### config.mk
export PLATFORM = sky130hd
export DESIGN_NAME = act_skew_feeder
export DESIGN_NICKNAME = d
export VERILOG_FILES = /design/src/rtl/act_skew_feeder.sv
export SDC_FILE = /design/constraint.sdc
export NUM_CORES = 1
export LEC_CHECK = 0
export BUFFER_PORTS_ARGS = -buffer_cell sky130_fd_sc_hd__buf_4
export CAP_MARGIN = 30
export CORE_UTILIZATION = 59
export DETAILED_ROUTE_END_ITERATION = 10
export PLACE_DENSITY = 0.8
export SLEW_MARGIN = 25
export SYNTH_ARGS = -nofsm -noshare
export SYNTH_HDL_FRONTEND = slang
export SYNTH_HIERARCHICAL = 1
export SYNTH_SLANG_ARGS = --single-unit
### constraint.sdc
create_clock -name clk -period 1.8 [get_ports clk]
set_input_delay 0.09 -clock clk [delete_from_list [all_inputs] [get_ports clk]]
set_output_delay 0.09 -clock clk [all_outputs]
set_load 0.01 [all_outputs]
### src/rtl/act_skew_feeder.sv
// Left-edge activation feeder for the systolic array: trims each signed 8-bit lane
// to its upper 7 bits and applies the diagonal skew (row r lags row 0 by r cycles).
module act_skew_lane #(
    parameter int DEPTH = 1,
    parameter int W     = 7
) (
    input  logic         clk,
    input  logic         rst_n,
    input  logic         en,
    input  logic         in_vld,
    input  logic [W-1:0] in_data,
    output logic         out_vld,
    output logic [W-1:0] out_data
);
    logic [DEPTH-1:0][W-1:0] data_pipe;
    logic [DEPTH-1:0]        vld_pipe;

    always_ff @(posedge clk or negedge rst_n) begin
        if (!rst_n) begin
            data_pipe <= '0;
            vld_pipe  <= '0;
        end else if (en) begin
            data_pipe[0] <= in_data;
            vld_pipe[0]  <= in_vld;
            for (int i = 1; i < DEPTH; i++) begin
                data_pipe[i] <= data_pipe[i-1];
                vld_pipe[i]  <= vld_pipe[i-1];
            end
        end
    end

    assign out_vld  = vld_pipe[DEPTH-1];
    assign out_data = data_pipe[DEPTH-1];
endmodule

module act_skew_feeder #(
    parameter int SIZE       = 8,
    parameter int ACT_WIDTH  = 8,
    parameter int FEED_WIDTH = 7
) (
    input  logic                       clk,
    input  logic                       rst_n,
    input  logic                       in_valid,
    output logic                       in_ready,
    input  logic [SIZE*ACT_WIDTH-1:0]  in_data,
    input  logic                       in_last,
    input  logic                       freeze,
    output logic [SIZE*FEED_WIDTH-1:0] act_out,
    output logic [SIZE-1:0]            act_row_valid,
    output logic                       tile_done,
    output logic                       busy
);
    localparam int CW = $clog2(SIZE + 1);

    typedef enum logic [1:0] {IDLE, STREAM, DRAIN} state_t;

    state_t          state, state_n;
    logic [CW-1:0]   cnt, cnt_n;
    logic            done_n;
    logic            accept;
    logic [SIZE-1:0] lsb_bits;
    logic            unused_lsb;

    assign in_ready = !freeze && (state != DRAIN);
    assign accept   = in_valid && in_ready;
    assign busy     = (state != IDLE);

    always_comb begin
        state_n = state;
        cnt_n   = cnt;
        done_n  = 1'b0;
        case (state)
            IDLE, STREAM: begin
                if (accept) begin
                    state_n = in_last ? DRAIN : STREAM;
                    if (in_last) cnt_n = CW'(SIZE);
                end
            end
            DRAIN: begin
                cnt_n = cnt - CW'(1);
                if (cnt == CW'(1)) begin
                    state_n = IDLE;
                    cnt_n   = '0;
                end
            end
            default: state_n = IDLE;
        endcase
        // Register tile_done so it lines up with the last row's valid of the final vector.
        done_n = (state_n == DRAIN) && (cnt_n == CW'(1));
    end

    always_ff @(posedge clk or negedge rst_n) begin
        if (!rst_n) begin
            state     <= IDLE;
            cnt       <= '0;
            tile_done <= 1'b0;
        end else if (!freeze) begin
            state     <= state_n;
            cnt       <= cnt_n;
            tile_done <= done_n;
        end
    end

    // Lane LSBs are dropped; the array restores an implied 1 in their place.
    for (genvar r = 0; r < SIZE; r++) begin : g_lane
        logic [FEED_WIDTH-1:0] lane_in;
        assign lsb_bits[r] = in_data[r*ACT_WIDTH];
        assign lane_in     = accept ? in_data[r*ACT_WIDTH+1 +: FEED_WIDTH] : '0;

        act_skew_lane #(.DEPTH(r + 1), .W(FEED_WIDTH)) u_lane (
            .clk      (clk),
            .rst_n    (rst_n),
            .en       (!freeze),
            .in_vld   (accept),
            .in_data  (lane_in),
            .out_vld  (act_row_valid[r]),
            .out_data (act_out[r*FEED_WIDTH +: FEED_WIDTH])
        );
    end

    assign unused_lsb = ^lsb_bits;
endmodule
Word-level counts from Yosys, hierarchy flattened
Cells that the tools add are included.

word-level totals
  register bits after elaboration = 295
  latch bits = 0
  RAM bits = 0
  memory bits (read-only) = 0
  input port bits = 69
  output and inout port bits = 67
  word-level logic and storage cells = 77
  memories kept = 0

cells by class
  add/sub/neg operators = 1
  multiply operators = 0
  divide/modulo/power cells = 0
  magnitude comparators = 0
  equal/unequal tests = 6
  shift-type cells = 0
  multiplexer cells = 16
  bitwise operators = 0
  reduce and logical (&&, ||, !) cells = 7

operators by type and width
  operator               count
  $mux W7                8
  $mux W4                3
  $eq A4 B1 Y1 const B   2
  $pmux W4 S2            1
  $mux W2                3
  $eq A2 B2 Y1 const B   2
  $pmux W2 S2            1
  $sub A4 B1 Y4 const B  1
  $logic_and A1 B1 Y1    3
  $eq A2 B1 Y1 const B   1
  $logic_not A2 Y1       1
  $ne A2 B2 Y1 const B   1
  $reduce_bool A2 Y1     1
  $reduce_or A2 Y1       1
  $logic_not A1 Y1       1

Logic depth before layout (Yosys ltp)
  depth in word-level cells = 7
  mapped depth = 6
  depth with buffers taken out = 6

Modules after synthesis
The synthesis kept the hierarchy.

by module, submodules not included
  module                            times used  cells each  area each (sq um)  sequential area each (sq um)
  act_skew_lane (g_lane[7].u_lane)  1           142         2,731.4            1,601.5
  act_skew_lane (g_lane[6].u_lane)  1           125         2,296.0            1,401.3
  act_skew_lane (g_lane[5].u_lane)  1           108         1,913.1            1,201.2
  act_skew_lane (g_lane[4].u_lane)  1           91          1,549.0            1,001.0
  act_skew_lane (g_lane[3].u_lane)  1           75          1,397.6            800.8
  act_skew_lane (g_lane[2].u_lane)  1           58          1,049.8            600.6
  act_skew_feeder                   1           108         807.0              175.2
  act_skew_lane (g_lane[1].u_lane)  1           41          701.9              400.4
  act_skew_lane (g_lane[0].u_lane)  1           17          331.6              200.2

Least setup slack after synthesis
Ideal clock, no wire load.

  kind = register to register
  start point = register state[0]
  end point = register g_lane[4].u_lane/data_pipe[0] (netlist bit)
  setup time = 0.125 ns
  data arrival time = 1.440 ns
  data required time = 1.675 ns
  slack = 0.235 ns
  cell stages (with the launch flop) = 7
  path buffers = 2
  period minus slack after synthesis = 1.565 ns
  cells stage by stage = dfrtp_1 -> and2b_1 -> nor2_1 -> buf_2 -> buf_2 -> and2_1 -> mux2_2

on the way
  longest elaborated chain between the ends = 4

ends and longest elaborated chain
  element                          RTL line  text
  from (decl)                      57        state_t state, state_n;
  from (signal assigned)           98        state <= state_n;
  $ne A2 B2 Y1                     64        assign in_ready = !freeze && (state != DRAIN);
  $logic_and A1 B1 Y1              64
  $logic_and A1 B1 Y1              65        assign accept = in_valid && in_ready;
  $mux W7                          108       assign lane_in = accept ? in_data[r*ACT_WIDTH+1 +: FEED_WIDTH] : '0;
  via g_lane[4].lane_in[0]         106       logic [FEED_WIDTH-1:0] lane_in;
  to (signal, indexed assignment)  26        data_pipe[i] <= data_pipe[i-1];
  to (decl)                        15        logic [DEPTH-1:0][W-1:0] data_pipe;

The timed path passes the listed nets, and every way through them passes these cells.
A chain may end at the register's enable or synchronous reset.

Final worst setup path
  start point = register state[1]
  end point = output port in_ready

on the way
  longest elaborated chain between the ends = 2

ends and longest elaborated chain
  element              RTL line  text
  $ne A2 B2 Y1         64
  $logic_and A1 B1 Y1  64
  to (decl)            44        output logic in_ready,

Every way passes these cells.

==> metrics <==
io pins roughly 140; dpl cell area 13590 um^2; Die W 149.2 um; clock root buffer clkbuf_16; CTS tree built; Post-synth ARST share between 90% and 100%; largest net degree at the start of global routing 79; Tightest Pin Transition 0.6116 ns; RR Startpoint cnt[1]; mapped cell area 12780 um^2; fraction of layout cells with a size suffix above 1 between 50% and 60%; period utilisation layout 95.95%; cells on worst reg2reg path 6; syn_nets 836; RSZ-0062 raised after global routing no; post-DP HPWL about 14000 um; grt total ovfl 0; Setup CP Type reg2out; residual DRC count 0; CP max FO 6; first-pass detailed-route iteration total 4; Slowest-stage cell, CP dfrtp_2; Top cell by count, worst path buf_4; skew final 0.01621 ns; Post-synth EDFFs 0; Cell variety after synth 30; post-synthesis mux area share 30.99%; Avg Inst Size Synth 16.70 um^2; Worst R2R End tile_done; status finished, final reports clean; yosys warns 6; combinational share of power 17.2%; Clk network pwr share 37.9%; Fin. Hold Viols 0; sequential share of the synthesized area 57.78%; fillers 1215; flop2flop setup slack 0.10 ns; Max transition margin 59.22%; post-synthesis cell count approximately 770; crit end category output port; ys flop type dfrtp_1; power density over the cells 1221 nW/um^2; Starting Density 60.40%; Switching Share 24.04%; Yosys reg bits between 200 and 300; max-cap violation count 0; WL final 22630 um; Setup TNS Final 0 ns; row cnt between 50 and 60; P&R area growth vs syn 20.33%; sequential share of power 44.9%; Worst EP required 1.71 ns; gpl congestion 0.7578; diode count 0; Antenna Nets Post-Route 0; number of stages on the worst setup path 4; worst hold path type in2async; Leak Pwr 0.007933 uW; H-tree levels 1; IO buf count 127; largest delay contributor family on the critical path flip-flops; routed vias 6407; critical path cell sequence and2b_1 > buf_4 > nor2_1 > buf_4; P_int 14260 uW; Psw 4512 uW; Largest stage delay, worst path between 0.4 and 0.5 ns; clock buffer count from CTS 31; Final Critical Period approximately 1.7 ns; initial antenna violation count 0; post-synthesis adder-cell area fraction less than 1%; first-pass GRT wire length about 38000 um; die height 149.2 um; Clock transition at path regs 0.06 ns; vias in the first global route just over 7000; core area 21150 um^2; Bufs and invs on worst path 2; First DRT Iteration DRCs 277; Slew Limit Fails 0; CTS sink count 295; DIE AREA 22250 um^2; Max VDD drop 982.8 uV; detailed-route vias per instance around 5.2; largest family of logic cells by synthesized area multiplexers; Worst Setup Start Kind register; Nets 996; CP arrival 1.64 ns; Setup violations, final 0; Skew-Pair Late Insertion Delay ~0.55 ns; GRT Util Overall 21.38%; fmax around 580 MHz; CTS Buffer Depth 3; post-synthesis compound-gate area fraction less than 1%; Design Area, Final 15370 um^2; Post-Synth XOR/XNOR Area less than 1%; Synth Area in Simple Gates 3.545%; Avg WL per Cell 18.48 um
==> synthesized netlist by cell type (2+ instances only) <==
master,n,area [um^2]
nand2b_1,2,12.51
dfrtp_1,295,7382
buf_12,12,240.2
nor2_1,6,22.52
inv_1,5,18.77
ha_1,2,25.02
clkbuf_1,2,7.510
mux2_2,101,1137
buf_6,17,191.4
buf_2,7,35.03
a311oi_1,2,17.52
nand2_1,5,18.77
buf_4,49,367.9
mux2_4,188,2823
and2_1,56,350.3
o21ai_1,2,10.01
==> through the flow <==
stage	hold slack [ns]	util [%]	power [uW]	cells	worst slack (ns)
finish	0.1365	72.68	18770	1225	0.07286
global route	0.1665	72.68	19580	1225	0.009952
CTS	0.1235	72.64	18930	1224	0.03264
detailed placement	0.1222	64.26	11600	1105	0.1614
global placement	0.1152	64.26	11310	1105	0.2875
floorplan	-0.2056	-	10610	765	0.2353
==> how the worst max path moves through the flow <==
| stage | start | endpoint | slack, ns |
|---|---|---|---|
| 3_3_place_gp | state[1] | g_lane[7].u_lane/data_pipe[1] | 0.29 |
| 6_report | state[1] | in_ready | 0.07 |
| 3_5_place_dp | cnt[1] | tile_done | 0.16 |
| 2_1_floorplan | state[0] | g_lane[4].u_lane/data_pipe[0] | 0.24 |
| 4_1_cts | state[1] | in_ready | 0.03 |
| 5_1_grt | state[1] | in_ready | 0.01 |
==> sequential cells by signal, indices dropped and copies added, names as in the netlist <==
signal	count
tile_done	1
g_lane.u_lane/vld_pipe	35
g_lane.u_lane/out_vld	1
cnt	4
g_lane.u_lane/data_pipe	196
g_lane.u_lane/out_data	56
state	2
==> kinds of logic (layout without fill, tap and decap cells) <==
family,after synthesis,after routing
AOI/OAI and AO/OA,12,12
buffers and inverters,92,277
DFF,295,295
and+or+nand+nor,74,74
adders and majority gates,2,2
muxes,289,289
xor gates and xnor gates,1,1
==> timing repair <==
| item | 4_1_cts | 5_1_grt |
|---|---|---|
| endpoints found under the hold margin | 167 | 0 |
| gates resized for setup | 1 | 1 |
| setup buffers | 0 | 1 |
| hold buffers | 61 | 0 |
| endpoints found under the setup margin | 1 | 1 |
==> power by group through the flow <==
stage	Sequential [uW]	Clock, uW	Combinational, uW
3_5_place_dp	8510	0	3080
6_report	8430	7110	3240
4_1_cts	8430	7260	3240
5_1_grt	8540	7560	3480
2_1_floorplan	8300	0	2320
3_3_place_gp	8400	0	2910
==> cell usage in the layout, fill, tap and decap left out, types with 2 or more instances in the layout <==
cell,synthesis,routed
bufinv_16,0,9
clkbuf_16,0,31
buf_4,49,140
clkbuf_8,0,2
nand2b_1,2,2
clkinvlp_4,0,2
mux2_2,101,101
clkinv_2,0,8
and2_1,56,56
inv_1,5,4
nand2_1,5,5
dfrtp_2,0,2
buf_12,12,12
mux2_4,188,188
nor2_1,6,5
clkbuf_1,2,4
a311oi_1,2,2
ha_1,2,2
dfrtp_1,295,293
o21ai_1,2,2
dlygate4sd3_1,0,61
==> cell type report <==
type                       instances  area (um^2)  area share [%]
sequential                       295         7385           48.03
multi-input combinational        378         4542           29.54
timing repair buffer             214         1917           12.47
clock buffer                      37        818.3           5.322
tap                              275        344.1           2.238
clock inverter                    21        342.8           2.230
inverter                           5        26.28          0.1709
==> layer usage <==
metal | wire, um | up-vias | global-route usage, %
met2 | 11550 | 124 | 37.23
met3 | 748 | 57 | 3.945
met4 | 683 | 0 | 7.296
li1 | - | 2907 | -
met1 | 9651 | 3319 | 26.77
met5 | 0 | - | 0
Note: power is estimated with default switching activity, not from simulation.
